$ cat config.mk
export PLATFORM = sky130hd
export DESIGN_NAME = encoder_8_3
export DESIGN_NICKNAME = d
export VERILOG_FILES = /design/src/rtl/encoder_pkg.sv /design/src/rtl/encoder_8_3_core.sv /design/src/rtl/encoder_8_3.sv
export SDC_FILE = /design/constraint.sdc
export NUM_CORES = 1
export LEC_CHECK = 0
export ABC_CLOCK_PERIOD_IN_PS = 800
export BUFFER_PORTS_ARGS = -buffer_cell sky130_fd_sc_hd__buf_2
export CORE_AREA = 2 2 39 41
export DETAILED_ROUTE_END_ITERATION = 6
export DIE_AREA = 0 0 41 43
export SLEW_MARGIN = 20
export SYNTH_ARGS = -nofsm -noshare
export SYNTH_HDL_FRONTEND = slang
export SYNTH_SLANG_ARGS = --single-unit
export TNS_END_PERCENT = 50
$ cat constraint.sdc
create_clock -name clk -period 0.8 [get_ports clk]
set_clock_uncertainty 0.1 [all_clocks]
set_input_delay 0.16 -clock clk [delete_from_list [all_inputs] [get_ports clk]]
set_output_delay 0.16 -clock clk [all_outputs]
set_load 0.02 [all_outputs]
$ cat src/rtl/encoder_pkg.sv
// encoder_pkg: shared widths and index type for the 8-to-3 encoder slice.
package encoder_pkg;
    localparam int ENC_IN_W  = 8;
    localparam int ENC_OUT_W = 3;

    typedef logic [ENC_OUT_W-1:0] enc_idx_t;
endpackage

$ cat src/rtl/encoder_8_3_core.sv
// encoder_8_3_core: purely combinational 8-to-3 index encoder.
//   a     - request vector
//   idx   - index of the winning set bit (0 when a == 0)
//   any   - at least one bit of a set
//   multi - two or more bits of a set
// PRIORITY_HIGH picks the winner on multi-hot input: 1 = highest bit, 0 = lowest.
module encoder_8_3_core
    import encoder_pkg::*;
#(
    parameter bit PRIORITY_HIGH = 1'b1
) (
    input  logic [ENC_IN_W-1:0] a,
    output enc_idx_t            idx,
    output logic                any,
    output logic                multi
);
    // Scan order makes the last matching bit win, which encodes the priority.
    always_comb begin
        idx = '0;
        if (PRIORITY_HIGH) begin
            for (int i = 0; i < ENC_IN_W; i++)
                if (a[i]) idx = enc_idx_t'(i);
        end else begin
            for (int i = ENC_IN_W - 1; i >= 0; i--)
                if (a[i]) idx = enc_idx_t'(i);
        end
    end

    assign any = |a;
    // Clearing the lowest set bit leaves something only if two or more were set.
    assign multi = |(a & (a - ENC_IN_W'(1)));
endmodule

$ cat src/rtl/encoder_8_3.sv
// encoder_8_3: registered 8-to-3 binary encoder with enable.
//   clk       - system clock, rising edge
//   rst_n     - asynchronous active-low reset, clears all outputs
//   a         - one-hot request vector
//   en        - encode enable
//   out       - registered index of the selected bit of a
//   valid     - registered, en && a != 0
//   multi_hot - registered, en && more than one bit of a set
// Outputs follow the sampling edge by exactly one cycle; no path from a/en to outputs.
module encoder_8_3
    import encoder_pkg::*;
#(
    parameter bit PRIORITY_HIGH = 1'b1
) (
    input  logic                clk,
    input  logic                rst_n,
    input  logic [ENC_IN_W-1:0] a,
    input  logic                en,
    output enc_idx_t            out,
    output logic                valid,
    output logic                multi_hot
);
    enc_idx_t idx;
    logic     any;
    logic     multi;

    encoder_8_3_core #(
        .PRIORITY_HIGH(PRIORITY_HIGH)
    ) u_core (
        .a    (a),
        .idx  (idx),
        .any  (any),
        .multi(multi)
    );

    // idx is already 0 for a == 0, so only en needs gating for out.
    always_ff @(posedge clk or negedge rst_n) begin
        if (!rst_n) begin
            out       <= '0;
            valid     <= 1'b0;
            multi_hot <= 1'b0;
        end else begin
            out       <= en ? idx : '0;
            valid     <= en & any;
            multi_hot <= en & multi;
        end
    end
endmodule

==> flow_metrics.env, run 1 <==
export IMPL_status="finished with violations"
export IMPL_failed_checks="setup timing"
export IMPL_tritoncts_num_buffers=3
export IMPL_detailroute_wirelength_met2_um=360
export IMPL_yosys_area_share_xor_xnor=0
export IMPL_clockBufferDepth=2
export IMPL_num_rows=14
export IMPL_antenna_found_initial=0
export IMPL_wire_per_inst_um=9.90
export IMPL_fin_crit_period_ns=1.18
export IMPL_layout_worst_path_cycle_share=1.48
export IMPL_synth_area_top_cells="sky130_fd_sc_hd__dfrtp_1, sky130_fd_sc_hd__a21boi_0, sky130_fd_sc_hd__a211o_2"
export IMPL_fill_cells=144
export IMPL_power_per_cell_area_nw_per_um2=1490
export IMPL_design_final_nets=65
export IMPL_postRouteWirelength_um=683
export IMPL_dp_hpwl_um=592
export IMPL_synth_distinct_cells=13
export IMPL_critical_path_max_fanout=2
export IMPL_fin_total_pwr_mw=0.736
export IMPL_die_height_um=43
export IMPL_synthToLayoutAreaGrowth_pct=84.6
export IMPL_final_area_um2=494
export IMPL_fin_ws_ns=-0.384
export IMPL_worst_slew_pin_transition_ns=0.198
export IMPL_vias_in_the_first_global_route=327
export IMPL_fmax_mhz=845
export IMPL_detail_route_wirelength_met1_um=252
export IMPL_cap_viol_max_count=0
export IMPL_tritoncts_clock_tree="built"
export IMPL_post_synth_top_area_cell="sky130_fd_sc_hd__dfrtp_1"
export IMPL_synth_yosys_seq_area_share=0.467
export IMPL_antenna_left=0
export IMPL_post_synth_fa_ha_maj_area_fraction=0
export IMPL_initial_standard_cell_utilization_of_the_core=0.193
export IMPL_drt_pass1_iter_count=2
export IMPL_drt_initial_drc_count=3
export IMPL_synthesis_yosys_warnings=0
export IMPL_cp_start_kind="primary input"
export IMPL_async_reset_ff_frac=1.00
export IMPL_h_tree_depth=1
export IMPL_synth_cells=27
export IMPL_synth_commonest_cells="sky130_fd_sc_hd__dfrtp_1, sky130_fd_sc_hd__a21oi_1, sky130_fd_sc_hd__a21boi_0, sky130_fd_sc_hd__nor2_1"
export IMPL_numClockSinks=5
export IMPL_mappedNetlistNets=38
export IMPL_route_detailed_drc=0
export IMPL_via_per_inst=4.30
export IMPL_setup_viol=8
export IMPL_grt_first_pass_wirelength_um=1220
export IMPL_vias=297
export IMPL_io_pins=16
export IMPL_coreArea_um2=1380
export IMPL_syn_area_um2=268
export IMPL_leakage_nw=0.241
export IMPL_synthMuxAreaShare=0
export IMPL_most_frequently_used_cell_type_in_the_post_synthesis_netlist="sky130_fd_sc_hd__dfrtp_1"
export IMPL_compound_cell_area_share_of_the_yosys_netlist=0.336
export IMPL_synth_largest_type_area_fraction=0.467
export IMPL_worst_path_max_delay_cell="sky130_fd_sc_hd__or4_4"
export IMPL_worstHoldPathType="in -> reg"
export IMPL_worst_path_largest_cell_delay_ns=0.54
export IMPL_post_cts_repair_setup_buffers=0
export IMPL_globalRoute_totalOverflow=0
export IMPL_relSlewSlack=0.868
export IMPL_irDropWorstVdd_v=0.000275
export IMPL_utilization=0.357
export IMPL_required_ns=0.82
export IMPL_share_of_post_route_cells_with_drive_strength_above_1=0.547
export IMPL_synth_edf_count=0
export IMPL_timing_critical_path_arrival_ns=1.20
export IMPL_critPathCaptureType="flop"
export IMPL_synthesis_area_per_instance_um2=9.92
export IMPL_crit_path_cell_trace="buf_6, or4_4, nor3_4, a21oi_1, o21a_1"
export IMPL_clkSlewWorstSetupHoldPaths_ns=0.04
export IMPL_critPathKind="in -> reg"
export IMPL_place_ws_ns=-0.647
export IMPL_dpl_instance_area_um2=408
export IMPL_pin_count_of_the_biggest_net_entering_global_routing=6
export IMPL_dr_wl_met3_um=69
export IMPL_setup_tns_final_ns=-1.63
export IMPL_gp_congestion=0.700
export IMPL_yosys_most_used_dff="sky130_fd_sc_hd__dfrtp_1"
export IMPL_placement_io_buffers=15
export IMPL_synth_top_family_by_area="compound AO/OA/AOI/OAI gates"
export IMPL_topRoutingLayerUsed="met3"
export IMPL_die_area_um2=1760
export IMPL_yosys_area_share_simple=0.182
export IMPL_ctsRootBufferMaster="sky130_fd_sc_hd__clkbuf_4"
export IMPL_rsz_0062_raised_after_global_routing="yes"
export IMPL_n_antenna_cell=0
export IMPL_maxSlewViolCount=0
export IMPL_number_of_register_bits_inferred_by_synthesis=5
export IMPL_die_w_um=41
export IMPL_gr_usage_all_layers=0.101
export IMPL_timing_hold_violations_final=0
[critical path: cells and delay by family]
kind | cells | cell delay, ns
AOI/OAI and AO/OA | 2 | 0.27
buffers and inverters | 1 | 0.09
and+or+nand+nor | 2 | 0.68
[cell usage in the layout (no fill, tap or decap), types with 2 or more instances in the layout]
cell | synthesis | final
sky130_fd_sc_hd__nand2_1 | 2 | 2
sky130_fd_sc_hd__a21boi_0 | 3 | 2
sky130_fd_sc_hd__clkbuf_4 | 0 | 3
sky130_fd_sc_hd__a211o_2 | 2 | 2
sky130_fd_sc_hd__nor2_1 | 3 | 3
sky130_fd_sc_hd__buf_6 | 0 | 7
sky130_fd_sc_hd__buf_2 | 0 | 8
sky130_fd_sc_hd__buf_4 | 0 | 6
sky130_fd_sc_hd__o21a_1 | 2 | 2
sky130_fd_sc_hd__dfrtp_1 | 5 | 5
sky130_fd_sc_hd__a21oi_1 | 4 | 4
[kinds of logic (layout without fill, tap and decap cells)]
logic type / count (synthesis) / in the layout
DFF: 5 / 5
buffers and inverters: 1 / 27
and+or+nand+nor: 8 / 8
AOI/OAI and AO/OA: 13 / 13
[stage by stage]
step           hold WS (ns)  instances
2_1_floorplan        -0.236         27
3_3_place_gp         -0.126         64
3_5_place_dp         -0.120         64
4_1_cts              0.0667         69
5_1_grt              0.0657         69
6_report             0.0757         69
[final timing paths]
check | startpoint | endpoint | slack, ns | cells past startpoint
max in group asynchronous | rst_n | out[0]$_DFF_PN0_ | 0.31 | 2
min | a[7] | out[0]$_DFF_PN0_ | 0.08 | 2
min in group asynchronous | rst_n | valid$_DFF_PN0_ | 0.16 | 2
max | a[2] | multi_hot$_DFF_PN0_ | -0.38 | 5
[report_power, final]
part	leakage (nW)	switching, mW	total, mW	internal, mW
clock network	0.0150	0.0919	0.280	0.188
registers	0.0599	0.00685	0.276	0.270
logic	0.166	0.0803	0.180	0.0996
total	0.241	0.179	0.736	0.557
[area by class of cell]
| type | count | area [um^2] | area share |
|---|---|---|---|
| sequential | 5 | 125 | 0.253 |
| timing repair buffer | 22 | 174 | 0.352 |
| inverter | 1 | 3.75 | 0.00759 |
| tap | 16 | 20.0 | 0.0405 |
| clock buffer | 4 | 26.3 | 0.0532 |
| multi-input combinational | 21 | 145 | 0.294 |
[sequential cells by signal, summed over array words and instances, names as in the netlist]
name and flops:
valid 1, out 3, multi_hot 1
[routing by layer]
| layer | track usage | vias up |
|---|---|---|
| met5 | 0 | - |
| met4 | 0.0600 | 0 |
| met3 | 0.0157 | 0 |
| met2 | 0.175 | 12 |
| met1 | 0.106 | 135 |
| li1 | - | 150 |
[what timing repair did]
action / in CTS / in global routing
endpoints found under the setup margin: 8 / 9
hold buffers: 1 / 0
gates resized for setup: 8 / 6
cloned: 0 / 0
pin swaps: 1 / 0
hold endpoints to repair: 5 / 0
Note: power is estimated with default switching activity, not from simulation.
==> run 2: changes to the inputs <==
ABC_CLOCK_PERIOD_IN_PS = 1100   (was 800)
clock period = 1.1 ns   (was 0.8 ns; I/O delays follow)
==> run 2 against run 1 <==
Net effect:
- the run still ends with setup timing left
- utilization shrank 2.9 points
- combinational power shrank 36%
- sequential power shrank 28%
- critical endpoint unchanged
==> flow_metrics.env, run 2 (synthesis gave the netlist of run 1 again) <==
export IMPL_required_ns=1.13
export IMPL_postRouteWirelength_um=653
export IMPL_placement_io_buffers=15
export IMPL_crit_path_cell_trace="buf_6, or4_4, nor3_4, a21oi_1, o21a_1"
export IMPL_die_w_um=41
export IMPL_initial_standard_cell_utilization_of_the_core=0.193
export IMPL_status="finished with violations"
export IMPL_failed_checks="setup timing"
export IMPL_worstHoldPathType="in -> reg"
export IMPL_cp_start_kind="primary input"
export IMPL_tritoncts_clock_tree="built"
export IMPL_critPathCaptureType="flop"
export IMPL_antenna_found_initial=0
export IMPL_critical_path_top_delay_family="simple AND/OR/NAND/NOR gates"
export IMPL_gr_usage_all_layers=0.0833
export IMPL_grt_first_pass_wirelength_um=993
export IMPL_worst_path_largest_cell_delay_ns=0.55
export IMPL_drt_pass1_iter_count=4
export IMPL_clkSlewWorstSetupHoldPaths_ns=0.04
export IMPL_dr_wl_met3_um=77
export IMPL_min_delay_worst_endpoint="out[0]$_DFF_PN0_"
export IMPL_worst_path_max_delay_cell="sky130_fd_sc_hd__or4_4"
export IMPL_seq_area_um2=125
export IMPL_leakage_nw=0.223
export IMPL_power_per_cell_area_nw_per_um2=1140
export IMPL_post_cts_repair_setup_buffers=0
export IMPL_synthToLayoutAreaGrowth_pct=69.6
export IMPL_timing_critical_path_arrival_ns=1.27
export IMPL_maxSlewViolCount=0
export IMPL_fin_ws_ns=-0.142
export IMPL_num_rows=14
export IMPL_numClockSinks=5
export IMPL_min_delay_start="a[7]"
export IMPL_largest_register_ff_count=3
export IMPL_die_area_um2=1760
export IMPL_layout_worst_path_cycle_share=1.13
export IMPL_topRoutingLayerUsed="met3"
export IMPL_globalRoute_totalOverflow=0
export IMPL_antenna_left=0
export IMPL_multi_input_comb_area_um2=145
export IMPL_ctsRootBufferMaster="sky130_fd_sc_hd__clkbuf_4"
export IMPL_utilization=0.328
export IMPL_n_antenna_cell=0
export IMPL_via_per_inst=4.42
export IMPL_dpl_instance_area_um2=393
export IMPL_detail_route_wirelength_met1_um=264
export IMPL_tritoncts_num_buffers=3
export IMPL_gp_congestion=0.739
export IMPL_irDropWorstVdd_v=0.000260
export IMPL_worst_path_buf_inv=1
export IMPL_detailroute_wirelength_met2_um=311
export IMPL_drt_initial_drc_count=5
export IMPL_layout_cells_non_filler=67
export IMPL_fill_cells=158
export IMPL_dp_cells=62
export IMPL_rsz_0062_raised_after_global_routing="yes"
export IMPL_wire_per_inst_um=9.75
export IMPL_layout_top_registers="out x3, multi_hot x1, valid x1"
export IMPL_clockBufferDepth=2
export IMPL_relSlewSlack=0.871
export IMPL_registers_top_by_ff_count="out"
export IMPL_whs_path_depth=2
export IMPL_critPathKind="in -> reg"
export IMPL_route_detailed_drc=0
export IMPL_timing_hold_violations_final=0
export IMPL_place_ws_ns=-0.422
export IMPL_worst_slew_pin_transition_ns=0.193
export IMPL_hold_slack_final_ns=0.141
export IMPL_coreArea_um2=1380
export IMPL_final_area_um2=454
export IMPL_final_common_cell="sky130_fd_sc_hd__buf_2"
export IMPL_h_tree_depth=1
export IMPL_io_pins=16
export IMPL_vias=296
export IMPL_design_final_nets=63
export IMPL_cap_viol_max_count=0
export IMPL_share_of_post_route_cells_with_drive_strength_above_1=0.529
export IMPL_die_height_um=43
export IMPL_critical_path_max_fanout=2
export IMPL_fin_crit_period_ns=1.24
export IMPL_setup_viol=1
export IMPL_vias_in_the_first_global_route=274
export IMPL_final_cell_mix="sky130_fd_sc_hd__buf_2, sky130_fd_sc_hd__dfrtp_1, sky130_fd_sc_hd__a21oi_1, sky130_fd_sc_hd__buf_4"
export IMPL_fmax_mhz=805
export IMPL_pin_count_of_the_biggest_net_entering_global_routing=6
-- run 2: repair_timing --
action	CTS	global route
gates cloned	0	0
hold buffers	1	0
endpoints found under the hold margin	5	0
gates resized for setup	2	3
endpoints found under the setup margin	2	3
-- run 2: final cells by class --
| class | count | share of cell area |
|---|---|---|
| Timing Repair Buffer | 20 | 0.295 |
| Inverter | 1 | 0.00826 |
| Sequential cell | 5 | 0.275 |
| Multi-Input combinational cell | 21 | 0.320 |
| Clock buffer | 4 | 0.0579 |
| Tap cell | 16 | 0.0441 |
-- run 2: worst max-delay path by stage --
stage | endpoint | slack, ns | cells after the start | start
5_1_grt | multi_hot$_DFF_PN0_ | -0.18 | 5 | a[2]
3_3_place_gp | multi_hot$_DFF_PN0_ | -0.39 | 5 | a[2]
4_1_cts | multi_hot$_DFF_PN0_ | -0.14 | 5 | a[2]
3_5_place_dp | multi_hot$_DFF_PN0_ | -0.42 | 5 | a[2]
6_report | multi_hot$_DFF_PN0_ | -0.14 | 5 | a[2]
2_1_floorplan | multi_hot$_DFF_PN0_ | -0.23 | 4 | a[2]
-- run 2: report_power, final --
part	switching, mW	internal [mW]	total [mW]	leakage, nW
Clock	0.0694	0.137	0.206	0.0150
Sequential	0.00298	0.196	0.199	0.0599
Combinational	0.0573	0.0575	0.115	0.148
Total	0.130	0.390	0.520	0.223
-- run 2: routing by layer --
layer | track usage | vias up
met4 | 0.0600 | 0
li1 | - | 147
met3 | 0.0157 | 0
met1 | 0.0868 | 131
met5 | 0 | -
met2 | 0.138 | 18
-- run 2: through the flow --
step	total power, mW	TNS (ns)
3_5_place_dp	0.304	-0.807
6_report	0.520	-0.142
2_1_floorplan	0.244	-0.320
3_3_place_gp	0.302	-0.771
5_1_grt	0.558	-0.214
4_1_cts	0.526	-0.140
